<file path="config.mk">
export PLATFORM = sky130hd
export DESIGN_NAME = lambda_peak_ctrl
export DESIGN_NICKNAME = d
export VERILOG_FILES = /design/src/rtl/lambda_peak_ctrl.sv
export SDC_FILE = /design/constraint.sdc
export NUM_CORES = 1
export LEC_CHECK = 0
export BUFFER_PORTS_ARGS = -buffer_cell sky130_fd_sc_hd__clkbuf_2
export CAP_MARGIN = 25
export CELL_PAD_IN_SITES_DETAIL_PLACEMENT = 2
export CELL_PAD_IN_SITES_GLOBAL_PLACEMENT = 2
export CORE_AREA = 2 2 109 111
export DETAILED_ROUTE_END_ITERATION = 6
export DIE_AREA = 0 0 111 113
export PLACE_DENSITY_LB_ADDON = 0.25
export SETUP_SLACK_MARGIN = 0.2
export SKIP_CTS_REPAIR_TIMING = 1
export SLEW_MARGIN = 20
export SYNTH_ARGS = -nofsm -noshare
export SYNTH_HDL_FRONTEND = slang
export SYNTH_SLANG_ARGS = --single-unit
</file>
<file path="constraint.sdc">
create_clock -name clk -period 7.68 [get_ports clk]
set_input_delay 1.536 -clock clk [delete_from_list [all_inputs] [get_ports clk]]
set_output_delay 1.536 -clock clk [all_outputs]
set_load 0.05 [all_outputs]
</file>
<file path="src/rtl/lambda_peak_ctrl.sv">
// Frame sequencer and peak finder around the lambda = mag - rho*phi pipeline.
// Feeds accepted samples to minus, tags them through its latency and keeps the max.
module lambda_peak_ctrl #(
   parameter int  FRAME_LEN = 256,
   parameter int  PIPE_LAT  = 6,
   localparam int IDX_W     = (FRAME_LEN > 1) ? $clog2(FRAME_LEN) : 1
) (
   input  logic             clk,
   input  logic             rst,
   input  logic             start,
   input  logic             abort,
   input  logic [7:0]       cfg_rho,
   input  logic             in_valid,
   output logic             in_ready,
   input  logic [13:0]      in_mag,
   input  logic [13:0]      in_phi,
   output logic [13:0]      pipe_mag,
   output logic [13:0]      pipe_phi,
   output logic [7:0]       pipe_rho,
   input  logic [13:0]      pipe_lambda,
   output logic             busy,
   output logic             out_valid,
   input  logic             out_ready,
   output logic [IDX_W-1:0] peak_idx,
   output logic [13:0]      peak_lambda
);

   localparam int CNT_W = $clog2(FRAME_LEN + 1);
   localparam logic [CNT_W-1:0] LAST = CNT_W'(FRAME_LEN - 1);
   localparam logic [CNT_W-1:0] FULL = CNT_W'(FRAME_LEN);

   typedef enum logic [1:0] {
      S_IDLE,
      S_RUN,
      S_DRAIN,
      S_DONE
   } state_t;

   state_t            state_q, state_d;
   logic [7:0]        rho_q, rho_d;
   logic [CNT_W-1:0]  iss_cnt_q, iss_cnt_d;
   logic [CNT_W-1:0]  res_cnt_q, res_cnt_d;
   logic [PIPE_LAT-1:0] vld_q, vld_d;
   logic [IDX_W-1:0]  best_idx_q, best_idx_d;
   logic [13:0]       best_lambda_q, best_lambda_d;
   logic              in_ready_q, in_ready_d;
   logic              out_valid_q, out_valid_d;
   logic              busy_q, busy_d;
   logic              acc;
   logic              res;
   logic              better;

   always_comb begin
      state_d       = state_q;
      rho_d         = rho_q;
      iss_cnt_d     = iss_cnt_q;
      res_cnt_d     = res_cnt_q;
      best_idx_d    = best_idx_q;
      best_lambda_d = best_lambda_q;
      out_valid_d   = out_valid_q;
      // in_ready_q is only ever high in RUN, so it alone qualifies an accept
      acc    = in_valid & in_ready_q & ~abort;
      res    = vld_q[PIPE_LAT-1];
      better = (res_cnt_q == '0) ||
               ($signed(pipe_lambda) > $signed(best_lambda_q));
      vld_d    = '0;
      vld_d[0] = acc;
      for (int i = 1; i < PIPE_LAT; i++) begin
         vld_d[i] = vld_q[i-1];
      end

      if (abort && (state_q != S_IDLE)) begin
         state_d     = S_IDLE;
         vld_d       = '0;
         iss_cnt_d   = '0;
         res_cnt_d   = '0;
         out_valid_d = 1'b0;
      end else begin
         unique case (state_q)
            S_IDLE: begin
               if (start) begin
                  rho_d         = cfg_rho;
                  iss_cnt_d     = '0;
                  res_cnt_d     = '0;
                  best_idx_d    = '0;
                  best_lambda_d = '0;
                  state_d       = S_RUN;
               end
            end
            S_RUN, S_DRAIN: begin
               if (acc) begin
                  iss_cnt_d = iss_cnt_q + 1'b1;
                  if (iss_cnt_q == LAST) state_d = S_DRAIN;
               end
               if (res) begin
                  if (better) begin
                     best_idx_d    = res_cnt_q[IDX_W-1:0];
                     best_lambda_d = pipe_lambda;
                  end
                  res_cnt_d = res_cnt_q + 1'b1;
                  if ((state_q == S_DRAIN) && (res_cnt_q == LAST)) begin
                     state_d     = S_DONE;
                     out_valid_d = 1'b1;
                  end
               end
            end
            S_DONE: begin
               if (out_ready) begin
                  state_d     = S_IDLE;
                  out_valid_d = 1'b0;
               end
            end
            default: state_d = S_IDLE;
         endcase
      end

      in_ready_d = (state_d == S_RUN) && (iss_cnt_d < FULL);
      busy_d     = (state_d != S_IDLE);
   end

   always_ff @(posedge clk) begin
      if (rst) begin
         state_q       <= S_IDLE;
         rho_q         <= '0;
         iss_cnt_q     <= '0;
         res_cnt_q     <= '0;
         vld_q         <= '0;
         best_idx_q    <= '0;
         best_lambda_q <= '0;
         in_ready_q    <= 1'b0;
         out_valid_q   <= 1'b0;
         busy_q        <= 1'b0;
      end else begin
         state_q       <= state_d;
         rho_q         <= rho_d;
         iss_cnt_q     <= iss_cnt_d;
         res_cnt_q     <= res_cnt_d;
         vld_q         <= vld_d;
         best_idx_q    <= best_idx_d;
         best_lambda_q <= best_lambda_d;
         in_ready_q    <= in_ready_d;
         out_valid_q   <= out_valid_d;
         busy_q        <= busy_d;
      end
   end

   assign in_ready    = in_ready_q;
   assign out_valid   = out_valid_q;
   assign busy        = busy_q;
   assign pipe_mag    = in_mag;
   assign pipe_phi    = in_phi;
   assign pipe_rho    = rho_q;
   assign peak_idx    = best_idx_q;
   assign peak_lambda = best_lambda_q;

endmodule
</file>
# Word-level counts from Yosys, hierarchy flattened
# Index checks and enable logic that the tools add are counted.
[word_totals]
regBits = 59
inputBits = 56
out_inout_bits = 61
[op_classes]
add_sub_neg = 2
magnitude_cmp = 2
eq_ne = 11
n_mux = 27
n_bitwise = 4
n_reduce_logical = 16
[ops]
columns = ["operator", "n"]
rows = [
  ["2-to-1 mux 9 bit", 5],
  ["2-to-1 mux 14 bit", 3],
  ["case mux 9 bit (2 select lines)", 2],
  ["case mux 14 bit (2 select lines)", 1],
  ["2-to-1 mux 8 bit", 3],
  ["adder 9 x 1 -> 9 bit, second input constant", 2],
  ["== test 9 x 8 -> 1 bit, second input constant", 2],
  ["case mux 8 bit (2 select lines)", 1],
  ["greater-than comparator 14 bit", 1],
  ["2-to-1 mux 2 bit", 7],
  ["!= test 2 bit, second input constant", 5],
  ["logical NOT 9 bit", 1],
  ["< comparator 9 bit, second input constant", 1],
  ["nonzero test 2 bit", 4],
  ["case mux 2 bit (3 select lines)", 1],
  ["AND reduction 3 bit", 2],
  ["AND reduction 5 bit", 1],
  ["== test 2 x 1 -> 1 bit, second input constant", 2],
  ["== test 2 bit, second input constant", 2],
  ["AND reduction 4 bit", 1],
  ["OR reduction 2 bit", 2],
  ["logical AND 1 bit", 3],
  ["2-to-1 mux 1 bit", 3],
  ["AND 1 bit", 2],
  ["4 further kinds", 5],
]

# Longest topological paths before layout
[logic_depth]
depth_word = 9
mapped_depth = 10
depth_no_buf = 9

# Least setup slack after synthesis
# OpenSTA, ideal clock, no wires.
[synth_path]
kind = "in2reg"
start = "input port pipe_lambda[5]"
end = "register best_idx_q[1], in the netlist peak_idx[1]"
t_arrival_ns = 3.456
required_time_ns = 7.610
setup_slack_ns = 4.153
cell_stages = 9
path_buffers = 1
cell_sequence = "ha_1 and4_1 o21ai_1 o211ai_1 a221oi_2 mux2_4 buf_6 or3_1 a21oi_1"
[synth_between]
elab_chain_len = 4
[synth_lines]
columns = ["element", "line_no", "rtl"]
rows = [
  ["from (decl)", "20", "input logic [13:0] pipe_lambda,"],
  ["greater-than comparator 14 bit", "65", "($signed(pipe_lambda) > $signed(best_lambda_q));"],
  ["logical OR 1 bit", "64", "better = (res_cnt_q == '0) ||"],
  ["!= test 2 bit (no line)", "--", ""],
  ["AND reduction 5 bit (no line)", "--", ""],
  ["to (signal assigned)", "139", "best_idx_q <= best_idx_d;"],
  ["to (decl)", "44", "logic [IDX_W-1:0] best_idx_q, best_idx_d;"],
]
# No other way between the ends.
# A chain may end at the register's enable or synchronous reset.

# Worst setup path in the final report
[layout_path]
start = "input port pipe_lambda[13]"
end = "register best_idx_q[6], in the netlist peak_idx[6]"
# Same word-level chain as after synthesis.

==> qor.csv <==
metric,value,unit
first-pass GRT wire length,15.0,mm
FMAX,271,MHz
Final Cycle Share,48.0,%
worst slew pin tran,0.867,ns
synthesis-to-layout area growth,15.1,%
Area contributors post-synth,"dfxtp_1, ha_1, a21oi_1, nand2_1, buf_4",
main flop type after synthesis,dfxtp_1,
first drt pass iteration count,4,
relative slew slack,42.2,%
Final Non-Filler Cells,580,
Critical Path Source Type,primary input,
Die W,111,microns
layout cell share with drive strength beyond 1,18.5,%
Pwr Density,236,nW/um^2
clock slew at reported path FFs,0.05,ns
largest area contributor in the netlist,dfxtp_1,
Yosys warnings,0,
Setup crit start,pipe_lambda[13],
Mean Syn Cell Area,7.84,sq um
Yosys top cell area share,36.9,%
routability cong.,0.714,
Initial Utilization,28.4,%
worst-skew pair later-pin latency,0.33,ns
largest net degree at the start of global routing,45,
Final Util,32.7,%
Worst R2R Path Depth,9,
DP Cell Count,565,
Crit Path Class,in -> reg,
RR Startpoint,state_q[1],
Port Buffer Count,60,
peak supply drop,0.0944,mV
#FFs+latches synth,59,
total track usage,14.9,%
post-layout min period,3.68,ns
CTS Sinks,59,
most frequent cells after synthesis,"dfxtp_1, nand2_1, a21oi_1",
DR vias,2847,
boundary pin count,117,
Finish-stage setup viols,0,
clock root buffer,clkbuf_16,
count of different cell masters after synthesis,36,
net count after synthesis,487,
Leak,1.45,nW
Cell Rows,39,
Min-Delay Path Depth,1,
number of flops mapped to enable cells by yosys,0,
initial antenna violation count,0,
Die Ht,113,microns
final hold vios,0,
post-route setup TNS,0,ns
share of flip-flops with an asynchronous set or reset,0,%
average routed wire per standard cell,15.4,microns
status,finished clean,
drt via density,4.91,
CTS tree,done,
crit-path max FO,25,
n_diodes,0,
nets,512,
Post-Synthesis Cells,408,
post-route ant nets,0,
hold path startpoint,vld_q[2],
htree depth,3,
HPWL Detailed,6.42,mm
DRC viols,0,
Core Footprint,11300,sq um
Die ar.,12500,sq um
unrepaired setup endpoints after global routing,false,
critical path arrival,3.86,ns
CP Capture Type,register,
total of max-cap violations,0,
Final Max Tran Viols,0,
Clock Skew,0.00562,ns
hold crit path type,reg -> reg,
GR Overflow Total,0,
vias in the first global route,3067,
CTS max path bufs,2,
drt total wl,8.93,mm
post-synthesis sequential area ratio,36.9,%
1st-iter DRT viols,61,
synthesized cell area,3200,sq um
CTS Buf Count,9,
Worst Path Required,7.85,ns
cell with the most instances after synthesis,dfxtp_1,
Pwr Total,0.000868,W
==> per-layer routing <==
layer  GRT usage [%]  vias up  share of wire (%)
met3            4.98       13                4.5
li1                -     1400                  -
met5               0        -                  0
met1            17.3     1379                 45
met2            26.2       55                 50
met4            4.33        0                1.2
==> state kept, by name (all words and copies together) (netlist names) <==
signal	count
res_cnt_q	9
peak_idx	8
vld_q	6
peak_lambda	14
in_ready	1
busy	1
pipe_rho	8
state_q	2
iss_cnt_q	9
out_valid	1
==> power breakdown <==
group / total, W / internal (W) / switching, W
combinational: 0.000141 / 0.0000390 / 0.000102
sequential: 0.000324 / 0.000317 / 0.00000718
clock: 0.000402 / 0.000266 / 0.000136
==> cells by family after synthesis <==
kind of cell	Yosys count	synth area share, %
compound gates	92	15.3
xor+xnor	9	2.46
fa+ha+maj	23	9.00
buf+inv	69	12.1
flops	59	36.9
mux	2	0.782
simple gates	154	23.5
==> critical path, stage by stage <==
cell and delay (ns):
clkbuf_2 0.10, ha_1 0.33, nand2_1 0.11, nor4_2 0.36, nand4_1 0.15, o21ai_2 0.69
buf_4 0.35, or3_1 0.14, a21oi_1 0.06
==> area by class of cell <==
| type | count | area (sq um) |
|---|---|---|
| Clock inverter | 2 | 35.0 |
| Sequential cell | 59 | 1180 |
| Inverter | 21 | 78.8 |
| Timing Repair Buffer | 62 | 315 |
| Tap cell | 143 | 179 |
| Multi-Input combinational cell | 280 | 1630 |
| Fill cell | 1311 | 7590 |
| Clock buffer | 13 | 260 |
==> placed cells by master, fill, tap and decap left out, types with 3 or more instances in the layout <==
| cell type | instances |
|---|---|
| and3_1 | 3 |
| clkbuf_16 | 9 |
| or3_1 | 26 |
| xor2_1 | 8 |
| clkbuf_2 | 60 |
| nor2b_1 | 3 |
| nor2_1 | 32 |
| o21ai_1 | 5 |
| ha_1 | 23 |
| nand3_1 | 5 |
| nand4_1 | 9 |
| and2_1 | 6 |
| nand2_1 | 58 |
| nand2b_1 | 5 |
| inv_1 | 21 |
| o21ai_0 | 31 |
| a21oi_1 | 48 |
| dfxtp_1 | 59 |
==> per-stage QoR <==
stage / cell area [sq um] / setup WS [ns] / hold slack (ns)
2_1_floorplan: 3200 / 4.15 / 0.406
3_3_place_gp: 3390 / 3.80 / 0.407
3_5_place_dp: 3390 / 3.63 / 0.415
4_1_cts: 3680 / 3.96 / 0.432
5_1_grt: 3680 / 3.70 / 0.439
6_report: 3680 / 4.00 / 0.427
==> worst paths after layout <==
kind	to	slack (ns)
setup reg to reg	peak_idx[4]	4.64
hold / removal	vld_q[3]	0.43
hold reg to reg	vld_q[3]	0.43
setup / recovery	peak_idx[6]	4.00
(Power assumes the default switching activity.)
